`src/rtl/wb_spi_multi_pkg.sv`:
```
// Shared definitions for wb_spi_multi: register indices, CTRL bit positions and the
// shift-engine state type.
package wb_spi_multi_pkg;

  localparam logic [2:0] REG_CTRL = 3'd0;
  localparam logic [2:0] REG_DATA = 3'd1;
  localparam logic [2:0] REG_CS   = 3'd2;
  localparam logic [2:0] REG_DIV  = 3'd3;

  localparam int unsigned CTRL_BUSY = 0;
  localparam int unsigned CTRL_DONE = 1;
  localparam int unsigned CTRL_OVR  = 2;
  localparam int unsigned CTRL_CPOL = 3;
  localparam int unsigned CTRL_CPHA = 4;
  localparam int unsigned CTRL_LSB  = 5;
  localparam int unsigned CTRL_IE   = 6;

  typedef enum logic [1:0] {
    IDLE,
    LEAD,
    SHIFT,
    TRAIL
  } spi_state_e;

endpackage

```
`src/rtl/spi_shift_engine.sv`:
```
// SPI transfer sequencer: half-period divider, SCK generation, MOSI shifting, MISO sampling
// and the edge counter that walks a DATA_W-bit full-duplex transfer.
module spi_shift_engine
  import wb_spi_multi_pkg::*;
#(
  parameter int unsigned DATA_W = 8,
  parameter int unsigned DIV_W  = 8
) (
  input  logic              clk,
  input  logic              reset,
  input  logic              start,
  input  logic [DATA_W-1:0] tx_data,
  input  logic              cpol,
  input  logic              cpha,
  input  logic              lsb_first,
  input  logic [DIV_W-1:0]  div,
  input  logic              miso,
  output logic              busy,
  output logic              sck,
  output logic              mosi,
  output logic              done,
  output logic [DATA_W-1:0] rx_word
);

  localparam int unsigned       IDX_W     = $clog2(DATA_W);
  localparam int unsigned       EDGE_W    = IDX_W + 1;
  localparam logic [IDX_W-1:0]  LAST_BIT  = IDX_W'(DATA_W - 1);
  localparam logic [EDGE_W-1:0] LAST_EDGE = EDGE_W'(2 * DATA_W - 1);

  spi_state_e        state_q, state_d;
  logic [DIV_W-1:0]  cnt_q;
  logic [EDGE_W-1:0] sck_edge_q;
  logic [DATA_W-1:0] tx_q;
  logic [DATA_W-1:0] rx_q;
  logic              tick;
  logic              lead_edge;
  logic [IDX_W-1:0]  bit_i;
  logic [IDX_W-1:0]  cur_pos;
  logic [IDX_W-1:0]  nxt_pos;

  // Maps the n-th transmitted bit to its position in the data word.
  function automatic logic [IDX_W-1:0] wire_pos(input logic lsb, input logic [IDX_W-1:0] i);
    return lsb ? i : LAST_BIT - i;
  endfunction

  always_comb begin
    tick      = (cnt_q == div);
    bit_i     = sck_edge_q[EDGE_W-1:1];
    lead_edge = ~sck_edge_q[0];
    cur_pos   = wire_pos(lsb_first, bit_i);
    nxt_pos   = wire_pos(lsb_first, bit_i + 1'b1);
    state_d   = state_q;
    case (state_q)
      IDLE:    if (start) state_d = LEAD;
      LEAD:    if (tick) state_d = SHIFT;
      SHIFT:   if (tick && sck_edge_q == LAST_EDGE) state_d = TRAIL;
      TRAIL:   if (tick) state_d = IDLE;
      default: state_d = IDLE;
    endcase
  end

  assign busy    = (state_q != IDLE);
  assign done    = (state_q == TRAIL) && tick;
  assign rx_word = rx_q;

  always_ff @(posedge clk) begin
    if (!reset) state_q <= IDLE;
    else        state_q <= state_d;
  end

  always_ff @(posedge clk) begin
    if (!reset) begin
      cnt_q      <= '0;
      sck_edge_q <= '0;
      tx_q       <= '0;
      rx_q       <= '0;
      sck        <= 1'b0;
      mosi       <= 1'b0;
    end else if (state_q == IDLE) begin
      cnt_q <= '0;
      sck   <= cpol;
      if (start) begin
        tx_q       <= tx_data;
        sck_edge_q <= '0;
        mosi       <= tx_data[wire_pos(lsb_first, '0)];
      end
    end else if (!tick) begin
      cnt_q <= cnt_q + 1'b1;
    end else begin
      cnt_q <= '0;
      if (state_q == SHIFT) begin
        sck        <= ~sck;
        sck_edge_q <= sck_edge_q + 1'b1;
        // Sample on leading edge when cpha=0, trailing when cpha=1; shift on the other one.
        if (lead_edge ^ cpha)     rx_q[cur_pos] <= miso;
        else if (cpha)            mosi <= tx_q[cur_pos];
        else if (bit_i != LAST_BIT) mosi <= tx_q[nxt_pos];
      end
    end
  end

endmodule

```
`src/rtl/wb_spi_multi.sv`:
```
// Wishbone-slave SPI master: bus decode, register file, chip-select decode and optional
// level interrupt (enabled by defining WB_SPI_MULTI_IRQ_EN).
module wb_spi_multi
  import wb_spi_multi_pkg::*;
#(
  parameter int unsigned DATA_W    = 8,
  parameter int unsigned NUM_CS    = 4,
  parameter int unsigned DIV_W     = 8,
  parameter int unsigned DIV_RESET = 7
) (
  input  logic              clk,
  input  logic              reset,
  input  logic              wb_stb_i,
  input  logic              wb_cyc_i,
  input  logic              wb_we_i,
  input  logic [31:0]       wb_adr_i,
  input  logic [3:0]        wb_sel_i,
  input  logic [31:0]       wb_dat_i,
  output logic [31:0]       wb_dat_o,
  output logic              wb_ack_o,
  output logic              spi_sck,
  output logic              spi_mosi,
  input  logic              spi_miso,
  output logic [NUM_CS-1:0] spi_cs_n
`ifdef WB_SPI_MULTI_IRQ_EN
  ,
  output logic              irq
`endif
);

  logic              ack_q;
  logic              req, rd;
  logic              wr_ctrl, wr_data, wr_cs, wr_div;
  logic              start, busy, eng_done;
  logic [2:0]        reg_idx;
  logic              done_q, overrun_q, cpol_q, cpha_q, lsb_q, ie_q;
  logic [2:0]        cs_sel_q;
  logic [DIV_W-1:0]  div_q;
  logic [DATA_W-1:0] rx_q, eng_rx;
  logic [31:0]       rd_mux;
  logic              unused_bits;

  assign reg_idx     = wb_adr_i[4:2];
  assign req         = wb_stb_i & wb_cyc_i & ~ack_q;
  assign rd          = req & ~wb_we_i;
  assign wb_ack_o    = wb_stb_i & wb_cyc_i & ack_q;
  assign start       = wr_data & ~busy;
  assign unused_bits = ^{wb_sel_i, wb_adr_i[31:5], wb_adr_i[1:0], wb_dat_i};

  always_comb begin
    wr_ctrl = req & wb_we_i & (reg_idx == REG_CTRL);
    wr_data = req & wb_we_i & (reg_idx == REG_DATA);
    wr_cs   = req & wb_we_i & (reg_idx == REG_CS);
    wr_div  = req & wb_we_i & (reg_idx == REG_DIV);
  end

  always_comb begin
    rd_mux = '0;
    case (reg_idx)
      REG_CTRL: begin
        rd_mux[CTRL_BUSY] = busy;
        rd_mux[CTRL_DONE] = done_q;
        rd_mux[CTRL_OVR]  = overrun_q;
        rd_mux[CTRL_CPOL] = cpol_q;
        rd_mux[CTRL_CPHA] = cpha_q;
        rd_mux[CTRL_LSB]  = lsb_q;
        rd_mux[CTRL_IE]   = ie_q;
      end
      REG_DATA: rd_mux[DATA_W-1:0] = rx_q;
      REG_CS:   rd_mux[2:0]        = cs_sel_q;
      REG_DIV:  rd_mux[DIV_W-1:0]  = div_q;
      default:  rd_mux = '0;
    endcase
  end

  // An out-of-range index matches no output, so the transfer runs with every CS high.
  always_comb begin
    for (int unsigned i = 0; i < NUM_CS; i++)
      spi_cs_n[i] = ~(busy && (cs_sel_q == 3'(i)));
  end

  always_ff @(posedge clk) begin
    if (!reset) begin
      ack_q     <= 1'b0;
      wb_dat_o  <= '0;
      done_q    <= 1'b0;
      overrun_q <= 1'b0;
      cpol_q    <= 1'b0;
      cpha_q    <= 1'b0;
      lsb_q     <= 1'b0;
      cs_sel_q  <= '0;
      div_q     <= DIV_W'(DIV_RESET);
      rx_q      <= '0;
    end else begin
      ack_q     <= req;
      wb_dat_o  <= rd ? rd_mux : '0;
      // Completion wins over a simultaneous W1C of done.
      done_q    <= eng_done | (done_q & ~(wr_ctrl & wb_dat_i[CTRL_DONE]));
      overrun_q <= (wr_data & busy) | (overrun_q & ~(wr_ctrl & wb_dat_i[CTRL_OVR]));
      if (wr_ctrl && !busy) begin
        cpol_q <= wb_dat_i[CTRL_CPOL];
        cpha_q <= wb_dat_i[CTRL_CPHA];
        lsb_q  <= wb_dat_i[CTRL_LSB];
      end
      if (wr_cs && !busy)  cs_sel_q <= wb_dat_i[2:0];
      if (wr_div && !busy) div_q    <= wb_dat_i[DIV_W-1:0];
      if (eng_done)        rx_q     <= eng_rx;
    end
  end

`ifdef WB_SPI_MULTI_IRQ_EN
  always_ff @(posedge clk) begin
    if (!reset) begin
      ie_q <= 1'b0;
      irq  <= 1'b0;
    end else begin
      if (wr_ctrl) ie_q <= wb_dat_i[CTRL_IE];
      irq <= ie_q & done_q;
    end
  end
`else
  assign ie_q = 1'b0;
`endif

  spi_shift_engine #(
    .DATA_W(DATA_W),
    .DIV_W (DIV_W)
  ) u_engine (
    .clk      (clk),
    .reset    (reset),
    .start    (start),
    .tx_data  (wb_dat_i[DATA_W-1:0]),
    .cpol     (cpol_q),
    .cpha     (cpha_q),
    .lsb_first(lsb_q),
    .div      (div_q),
    .miso     (spi_miso),
    .busy     (busy),
    .sck      (spi_sck),
    .mosi     (spi_mosi),
    .done     (eng_done),
    .rx_word  (eng_rx)
  );

endmodule

```
`config.mk`:
```
export PLATFORM = sky130hd
export DESIGN_NAME = wb_spi_multi
export DESIGN_NICKNAME = d
export VERILOG_FILES = /design/src/rtl/wb_spi_multi_pkg.sv /design/src/rtl/spi_shift_engine.sv /design/src/rtl/wb_spi_multi.sv
export SDC_FILE = /design/constraint.sdc
export NUM_CORES = 1
export LEC_CHECK = 0
export ABC_AREA = 1
export CELL_PAD_IN_SITES_DETAIL_PLACEMENT = 1
export CELL_PAD_IN_SITES_GLOBAL_PLACEMENT = 1
export CORE_AREA = 2 2 107 109
export DETAILED_ROUTE_END_ITERATION = 8
export DIE_AREA = 0 0 109 111
export PLACE_DENSITY_LB_ADDON = 0.1
export SYNTH_ARGS = -nofsm -noshare
export SYNTH_HDL_FRONTEND = slang
export SYNTH_SLANG_ARGS = --single-unit
```
`constraint.sdc`:
```
create_clock -name clk -period 1.8 [get_ports clk]
set_input_delay 0.18 -clock clk [delete_from_list [all_inputs] [get_ports clk]]
set_output_delay 0.18 -clock clk [all_outputs]
set_load 0.02 [all_outputs]
```
---- After elaboration in Yosys (flattened, before gate mapping) ----
Cells that the tools add are included.
storage, ports and cells
  register bits after elaboration ......... 89
  output and inout bits ................... 39
  word-level logic and storage cells ...... 135
cells by class
  mux-type cells .......................... 34
  bitwise logic cells ..................... 31
  magnitude comparators ................... 4
  eq/ne operators ......................... 17
  reduce and logical (&&, ||, !) cells .... 26
  add/sub/neg operators ................... 5
operators by type and width
  kind                                                         number
  2-to-1 mux 4 bit                                             4
  AND 1 bit                                                    15
  2-to-1 mux 1 bit                                             14
  NOT 1 bit                                                    13
  == test 3 x 2 -> 1 bit (second input constant)               4
  less-than comparator 3 x 4 -> 1 bit (second input constant)  3
  case mux 3 bit (4 select lines)                              1
  case mux 4 bit (3 select lines)                              1
  logical AND 1 bit                                            10
  binary-select mux 1 bit (select 3 bit)                       3
  2-to-1 mux 3 bit                                             3
  adder 8 x 1 -> 8 bit (second input constant)                 1
  bitwise mux 8 bit                                            1
  == test 8 bit                                                1
  2-to-1 mux 2 bit                                             4
  inequality test 2 x 1 -> 1 bit (second input constant)       4
  case mux 2 bit (4 select lines)                              1
  AND reduction 4 bit                                          2
  == test 3 x 1 -> 1 bit (second input constant)               2
  zero test 3 bit                                              2
  AND reduction 2 bit                                          3
  nonzero test 2 bit                                           3
  subtractor 3 bit (first input constant)                      2
  AND reduction 5 bit                                          1
  other kinds (17)                                             19

---- Depth between registers and ports, before layout ----
Gate-level depths: netlist of the first run.
  depth after elaboration ................. 11
  mapped depth ............................ 13
  depth with buffers taken out ............ 13

---- Hierarchy ----
Synthesis of the first run repeated with hierarchy kept, for this count alone.
second synthesis, totals
  cell total of the unflattened synthesis .. 553
  area total of the unflattened synthesis .. 3,624.7 um^2
by module, submodules not included
  module            seq. area each (um^2)  area an instance (um^2)  cells an instance  times used
  spi_shift_engine  640.6                  1,994.4                  313                1
  wb_spi_multi      660.6                  1,630.3                  240                1

---- Worst setup path before layout of the first run ----
OpenSTA, ideal clock, no wires.
  path type ............................... flip-flop to flip-flop
  start point ............................. register u_engine.state_q[0]
  end point ............................... register u_engine.rx_q[5], in the netlist u_engine.rx_word[5]
  data required time ...................... 1,668 ps
  path slack .............................. 203 ps
  data arrival time ....................... 1,465 ps
  cell stages (with the launch flop) ...... 13
  period minus slack after synthesis ...... 1,597 ps
  setup time .............................. 132 ps
  path buffers ............................ 2
  cells stage by stage .................... dfxtp_1 inv_1 ha_1 buf_2 inv_1 o21ai_1 nor2_1 inv_1 nor2_8 buf_6 nand2_1 nand2_1 a21oi_1
between the ends
  word-level cells in the longest chain between the ends .. 3
  elaborated cells between the ends (all ways) .. 4
  those cells by class .................... eq/ne: 1; bitwise: 1; reduce/logical: 2
RTL lines
  what                                      RTL line                source
  from (decl)                               spi_shift_engine.sv:30  spi_state_e state_q, state_d;
  from (signal assigned)                    spi_shift_engine.sv:68  else state_q <= state_d;
  zero test 2 bit                           spi_shift_engine.sv:79  end else if (state_q == IDLE) begin
  NOT 1 bit (no source line)                -
  AND reduction 4 bit (no source line) (*)  -
  to (signal, indexed assignment)           spi_shift_engine.sv:95  if (lead_edge ^ cpha) rx_q[cur_pos] <= miso;
  to (decl)                                 spi_shift_engine.sv:34  logic [DATA_W-1:0] rx_q;
Every way passes the cells marked *; elsewhere a longest branch is shown, timed or not.
A chain may end at the register's enable or synchronous reset.

---- Final worst setup path of the first run ----
  start point ............................. register u_engine.state_q[0]
  end point ............................... output port spi_cs_n[2]
between the ends
  word-level cells in the longest chain between the ends .. 3
RTL lines
  what                RTL line                source
  nonzero test 2 bit  spi_shift_engine.sv:62  assign busy = (state_q != IDLE);
  logical AND 1 bit   wb_spi_multi.sv:79      spi_cs_n[i] = ~(busy && (cs_sel_q == 3'(i)));
  NOT 1 bit           wb_spi_multi.sv:79
  to (decl)           wb_spi_multi.sv:24      output logic [NUM_CS-1:0] spi_cs_n
No other way between the ends.

==> results of run 1 <==
-- where the power goes --
group | internal (uW) | total [uW] | switching [uW]
clock | 1140 | 1820 | 674
sequential | 1510 | 1550 | 48.3
combinational | 411 | 1140 | 734
total | 3060 | 4510 | 1460
-- worst max-delay path: cells and delay by family (launching register included) --
| kind | cells | cell delay, ns |
|---|---|---|
| buf+inv | 3 | 0.52 |
| fa+ha+maj | 1 | 0.20 |
| simple gates | 1 | 0.13 |
| flops | 1 | 0.34 |
-- metrics by stage --
step	power [uW]	area (um^2)
4_1_cts	4477	4179
3_5_place_dp	2670	3874
2_1_floorplan	2304	3496
3_3_place_gp	2648	3874
6_report	4515	4215
5_1_grt	4761	4215
-- final cells by class --
| cell class | count | share of cell area [%] |
|---|---|---|
| clock buffers | 11 | 5.996 |
| clock inverters | 5 | 1.276 |
| inverters | 63 | 5.610 |
| multi-input cells | 346 | 41.17 |
| flip-flops and latches | 65 | 30.96 |
| well taps | 143 | 4.245 |
| repair buffers | 50 | 10.75 |
-- sequential cells by signal (all words and copies together) (netlist names), 2 cells and up --
signal and flops:
u_engine.tx_q 8, u_engine.sck_edge_q 4, u_engine.cnt_q 8, u_engine.rx_word 8, div_q 8, wb_dat_o 8, cs_sel_q 3, rx_q 8
u_engine.state_q 2
-- per-layer routing --
metal,share of wire (%),track usage [%]
met5,0,0
met4,1.7,6.667
met3,2.3,2.352
met2,47,28.49
met1,49,23.72
-- placed cells by master, fill, tap and decap left out, drive strengths merged --
cell type and instances:
a21oi 40, a221oi 3, a31oi 4, buf 19, bufinv 1, clkbuf 11, clkdlybuf4s15 4, clkdlybuf4s50 27
clkinv 5, conb 24, dfxtp 65, ha 8, inv 62, nand2 111, nand3 30, nand3b 1
nand4 7, nor2 56, nor3 5, nor3b 1, o211ai 3, o21ai 34, o21bai 1, o22ai 4
or3 1, xnor2 8, xor2 5
-- worst max-delay path by stage --
stage	end	slack, ns	cells after the start
3_3_place_gp	cpha_q	-0.01	8
3_5_place_dp	cpha_q	-0.07	8
6_report	spi_cs_n[2]	0.1	5
5_1_grt	u_engine.rx_word[2]	-0.02	9
4_1_cts	spi_cs_n[3]	0.007	5
2_1_floorplan	u_engine.rx_word[5]	0.20	12
-- timing repair --
action,4_1_cts,5_1_grt
pin swaps,0,4
resized for setup,8,11
endpoints found under the setup margin,10,17
setup buffers,0,1
cloned,0,1
-- logic make-up after synthesis --
logic type	after synthesis	synth area share, %
buf+inv	99	14.16
compound gates	89	13.98
simple gates	211	27.30
flops	65	38.17
fa+ha+maj	8	2.936
other cells	1	0.1100
xor+xnor	13	3.339
==> results.py, run 1 <==
metrics = {
    "setup_path": {
        "crit_chain": "inv_1 > ha_2 > inv_2 > nand4_1 > clkdlybuf4s15_1",
        "rr_worst_depth": 7,
        "crit_slowest_cell": "dfxtp_1",
        "regToRegStartpoint": "u_engine.cnt_q[3]",
        "crit_start": "u_engine.state_q[0]",
        "ff2ff_setup_slack_ns": 0.11,
        "cp-end-kind": "primary output",
        "required_ns": 1.62,
        "max_stage_delay_ns": 0.34,
        "path_class": "reg2out",
        "path_max_fanout": 7,
        "crit_arrival_ns": 1.52,
        "rr_endpoint": "rx_q[7]",
        "crit_path_start_kind": "register",
    },
    "floorplan": {
        "num_io_pins": 113,
        "floorplan.rows": 39,
        "start_util_pct": 30.78,
        "dieWidth_um": 109,
        "core_mm2": 0.01108,
        "die_h_um": 111,
        "dieArea_mm2": 0.01210,
    },
    "finish": {
        "final_util_pct": 38.05,
        "n_antenna_cell": 0,
        "multi_input_area_mm2": 0.001735,
        "fin_nets": 617,
        "syn2layout_area_growth_pct": 23.63,
        "final_cells": 683,
        "seqCellArea_mm2": 0.001305,
        "fill_cells": 1404,
        "final_layout_size_suffix_gt1_share_pct": 11.48,
    },
    "yosys": {
        "synth_commonest_cells": "108 x nand2_1, 65 x dfxtp_1, 53 x inv_1",
        "syn_area_mm2": 0.003410,
        "synth.area.top_cells": "dfxtp_1 38%, nand2_1 12%, a21oi_1 5.9%, inv_1 5.8%, buf_4 5.7%",
        "ys_warn_count": 0,
        "ys_types": 36,
        "seq_area_frac_synth_pct": 38.17,
        "ys_seq_elements": 65,
        "async_reset_ff_share_pct": 0,
        "netlist_instances": 486,
        "synth_edf_count": 0,
        "yosys.cell_count.top_type": "nand2_1",
        "syn_avg_cell_area_um2": 7.015,
        "synth_top_area_share_pct": 38.17,
        "yosysTopAreaCell": "dfxtp_1",
        "synthFlopType": "dfxtp_1",
    },
    "grt": {
        "grt_pass1_vias": 3221,
        "grt_pass1_wl_mm": 16.46,
        "grt.total_usage_pct": 17.65,
        "overflow": 0,
        "antenna_found_initial": 0,
        "grt_max_degree": 37,
    },
    "place": {
        "post-place-cells": 665,
        "routabilityCongestion": 0.7837,
        "dp_slack_ns": -0.07481,
        "post-dp-hpwl_mm": 7.731,
        "port_buffers": 31,
    },
    "drt": {
        "drt_iter0_drc": 72,
        "viasPerCell": 4.695,
        "postRouteAntennaNets": 0,
        "firstDrtPassIters": 4,
        "wl_per_cell_um": 14.67,
        "drt_wl_total_mm": 10.02,
        "vias": 3207,
        "post-route-drc-count": 0,
    },
    "worst_hold_path": {
        "min_path_cells": 2,
        "holdPathEnd": "rx_q[4]",
        "hold_class": "reg2reg",
        "worstHoldStart": "rx_q[4]",
    },
    "cts": {
        "root_buffer": "clkbuf_16",
        "hold_buffers": 0,
        "cts_tree": "yes",
        "clk_path_buf_depth": 2,
        "clock_latency_ns": 0.34,
        "cts.sinks": 65,
        "cts-htree-levels": 3,
        "clk_pin_slew_ns": 0.06,
        "numCtsBuffers": 9,
    },
    "sta": {
        "setup-violations-final": 0,
        "clock.fmax_ghz": 0.5878,
        "whs_ns": 0.4487,
        "min_period_ns": 1.701,
        "slew_violations": 0,
        "min_period_over_period_pct": 94.51,
        "skew_ns": 0.003732,
        "hold_viol": 0,
        "fin_ws_ns": 0.09882,
        "setup_tns_ns": 0,
    },
    "power_and_ir_drop": {
        "power.density_mw_per_mm2": 1071,
        "p_leak_uw": 0.001713,
        "ir_drop_mv": 0.4567,
    },
    "status": {
        "status": "finished, final reports clean",
    },
    "flow_run": {
        "drv_cap": 0,
    },
}
No activity file was read; power rests on OpenSTA's default activity.
==> run 2: changes to the inputs <==
--- a/config.mk
+++ b/config.mk
@@ -8,10 +8,11 @@
 export ABC_AREA = 1
 export CELL_PAD_IN_SITES_DETAIL_PLACEMENT = 1
 export CELL_PAD_IN_SITES_GLOBAL_PLACEMENT = 1
-export CORE_AREA = 2 2 107 109
+export CORE_AREA = 2 2 110 112
 export DETAILED_ROUTE_END_ITERATION = 8
-export DIE_AREA = 0 0 109 111
+export DIE_AREA = 0 0 112 114
 export PLACE_DENSITY_LB_ADDON = 0.1
 export SYNTH_ARGS = -nofsm -noshare
 export SYNTH_HDL_FRONTEND = slang
+export SYNTH_HIERARCHICAL = 1
 export SYNTH_SLANG_ARGS = --single-unit
==> results.py, run 2 <==
metrics = {
    "setup_path": {
        "crit_chain": "inv_4 > ha_4 > inv_4 > buf_6 > nand4_1 > clkdlybuf4s15_1",
        "crit_path_start_kind": "register",
        "required_ns": 1.62,
        "crit_slowest_cell": "dfxtp_4",
        "max_stage_delay_ns": 0.36,
        "cp-end-kind": "primary output",
        "cp.depth": 6,
        "crit_arrival_ns": 1.54,
        "critPathMostFrequentCell": "inv_4",
        "path_delay_family": "buffers and inverters",
        "critPathBufInv": 4,
        "path_max_fanout": 10,
        "rr_worst_depth": 10,
        "ff2ff_setup_slack_ns": 0.16,
        "path_class": "reg2out",
    },
    "power_and_ir_drop": {
        "p_leak_uw": 0.002104,
        "power.density_mw_per_mm2": 942.5,
        "intPower_uw": 3120,
        "clock_power_share_pct": 44.8,
        "ir_drop_mv": 0.4842,
        "power_frac_seq_pct": 34.9,
        "p_comb_share_pct": 20.3,
        "swShare_pct": 28.93,
        "p_switching_uw": 1270,
    },
    "cts": {
        "clock_latency_ns": 0.34,
        "clk_pin_slew_ns": 0.06,
        "clk_path_buf_depth": 2,
        "cts-htree-levels": 3,
        "hold_buffers": 0,
        "numCtsBuffers": 9,
        "cts_tree": "yes",
        "cts.sinks": 65,
        "root_buffer": "clkbuf_16",
    },
    "sta": {
        "min_period_ns": 1.715,
        "whs_ns": 0.4651,
        "min_period_over_period_pct": 95.28,
        "slew_violations": 0,
        "skew_ns": 0.004510,
        "setup_tns_ns": 0,
        "hold_viol": 0,
        "clock.fmax_ghz": 0.5830,
        "setup-violations-final": 0,
    },
    "finish": {
        "fin_nets": 699,
        "final_layout_size_suffix_gt1_share_pct": 16.59,
        "final_common_cell": "nand2_1",
        "n_antenna_cell": 0,
        "fill_cells": 1531,
        "syn2layout_area_growth_pct": 28.51,
        "final_cell_mix": "135 x nand2_1, 89 x nor2_1, 68 x inv_1",
        "final_util_pct": 39.78,
    },
    "yosys": {
        "async_reset_ff_share_pct": 0,
        "synth_edf_count": 0,
        "ys_warn_count": 6,
        "ys_seq_elements": 65,
        "synthFlopType": "dfxtp_1",
        "syn_area_mm2": 0.003625,
        "ys_types": 31,
        "synth.area.top_cells": "dfxtp_1 36%, nand2_1 14%, nor2_1 9.4%, inv_1 7.6%, nand3_1 7.2%",
        "netlist_instances": 553,
        "synth_commonest_cells": "136 x nand2_1, 91 x nor2_1, 73 x inv_1",
        "synth_top_area_share_pct": 35.90,
        "syn_avg_cell_area_um2": 6.555,
        "seq_area_frac_synth_pct": 35.90,
        "yosysTopAreaCell": "dfxtp_1",
        "yosys.cell_count.top_type": "nand2_1",
    },
    "drt": {
        "firstDrtPassIters": 4,
        "viasPerCell": 4.503,
        "drt_wl_total_mm": 10.46,
        "postRouteAntennaNets": 0,
        "wl_per_cell_um": 13.62,
        "drt_iter0_drc": 119,
        "post-route-drc-count": 0,
        "vias": 3458,
    },
    "place": {
        "port_buffers": 31,
        "routabilityCongestion": 0.7627,
        "post-dp-hpwl_mm": 8.097,
    },
    "worst_hold_path": {
        "hold_class": "reg2reg",
        "min_path_cells": 2,
    },
    "floorplan": {
        "die_h_um": 114,
        "dieWidth_um": 112,
        "num_io_pins": 113,
        "dieArea_mm2": 0.01277,
        "start_util_pct": 30.95,
        "core_mm2": 0.01171,
        "floorplan.rows": 40,
    },
    "grt": {
        "grt.total_usage_pct": 17.83,
        "antenna_found_initial": 0,
        "overflow": 0,
        "grt_max_degree": 26,
        "grt_pass1_vias": 3703,
        "grt_pass1_wl_mm": 17.97,
    },
    "status": {
        "status": "finished, final reports clean",
    },
    "flow_run": {
        "drv_cap": 0,
    },
}
## run 2: changes by cell type in the layout (fill, tap and decap cells not counted), moves of 13 or more
cell     delta
a21oi_1    -21
dfxtp_1    -13
inv_1      +17
nand2_1    +27
nand3_1    +21
nor2_1     +39
## run 2: worst min-delay path: cells and delay by family, from the launching register on
kind | cells | cell delay [ns]
AND/OR/NAND/NOR | 1 | 0.06
flip-flops | 1 | 0.31
AO/OA/AOI/OAI | 1 | 0.05
## run 2: area by class of cell
type / instances / area, um^2 / area share, %
Inverter: 79 / 302.8 / 6.500
Multi-Input combinational cell: 399 / 1963 / 42.14
Tap cell: 147 / 183.9 / 3.948
Clock buffer: 11 / 252.7 / 5.426
Clock inverter: 5 / 77.57 / 1.665
Sequential cell: 65 / 1329 / 28.53
Timing Repair Buffer: 62 / 549.3 / 11.79
## run 2: what timing repair did
item                                    CTS  global route
endpoints found under the setup margin   12            34
setup buffers                             0             5
pin swaps                                 0             9
gates resized for setup                  13            37
## run 2: logic make-up after synthesis
| group | after synthesis | share of synthesized area [%] |
|---|---|---|
| DFF | 65 | 35.90 |
| AOI/OAI and AO/OA | 46 | 6.559 |
| and+or+nand+nor | 309 | 37.14 |
| other | 1 | 0.1035 |
| xor gates and xnor gates | 11 | 2.658 |
| buffers and inverters | 112 | 14.53 |
| adders and majority gates | 9 | 3.107 |
## run 2: power by group through the flow
stage / combinational (uW) / sequential, uW / clock (uW)
final: 891 / 1530 / 1970
after detailed placement: 829 / 1560 / 0
after global placement: 810 / 1560 / 0
after CTS: 843 / 1530 / 2020
after global routing: 1010 / 1540 / 2060
after floorplan: 527 / 1570 / 0
## run 2: per-stage QoR
stage          instance area (um^2)  setup WS, ns  power [uW]  std cells
3_3_place_gp                   4189       -0.1436        2366        747
3_5_place_dp                   4189       -0.1712        2388        747
2_1_floorplan                  3734       0.03368        2099        576
6_report                       4658       0.08488        4390        768
5_1_grt                        4658     -0.004516        4615        768
4_1_cts                        4527     0.0008741        4387        763
## run 2: final timing paths
check / startpoint / to
setup reg to reg: div_q[2] / u_engine/rx_word[5]
hold / removal: done_q / done_q
hold reg to reg: done_q / done_q
setup / recovery: u_engine/state_q[0] / spi_cs_n[1]
## run 2: per-layer routing
| metal | track usage (%) | vias to the layer above | part of all wire, % |
|---|---|---|---|
| li1 | - | 1794 | - |
| met1 | 21.74 | 1610 | 46 |
| met2 | 30.87 | 40 | 49 |
| met3 | 3.029 | 14 | 2.3 |
| met4 | 8.211 | 0 | 2.1 |
| met5 | 0 | - | 0 |
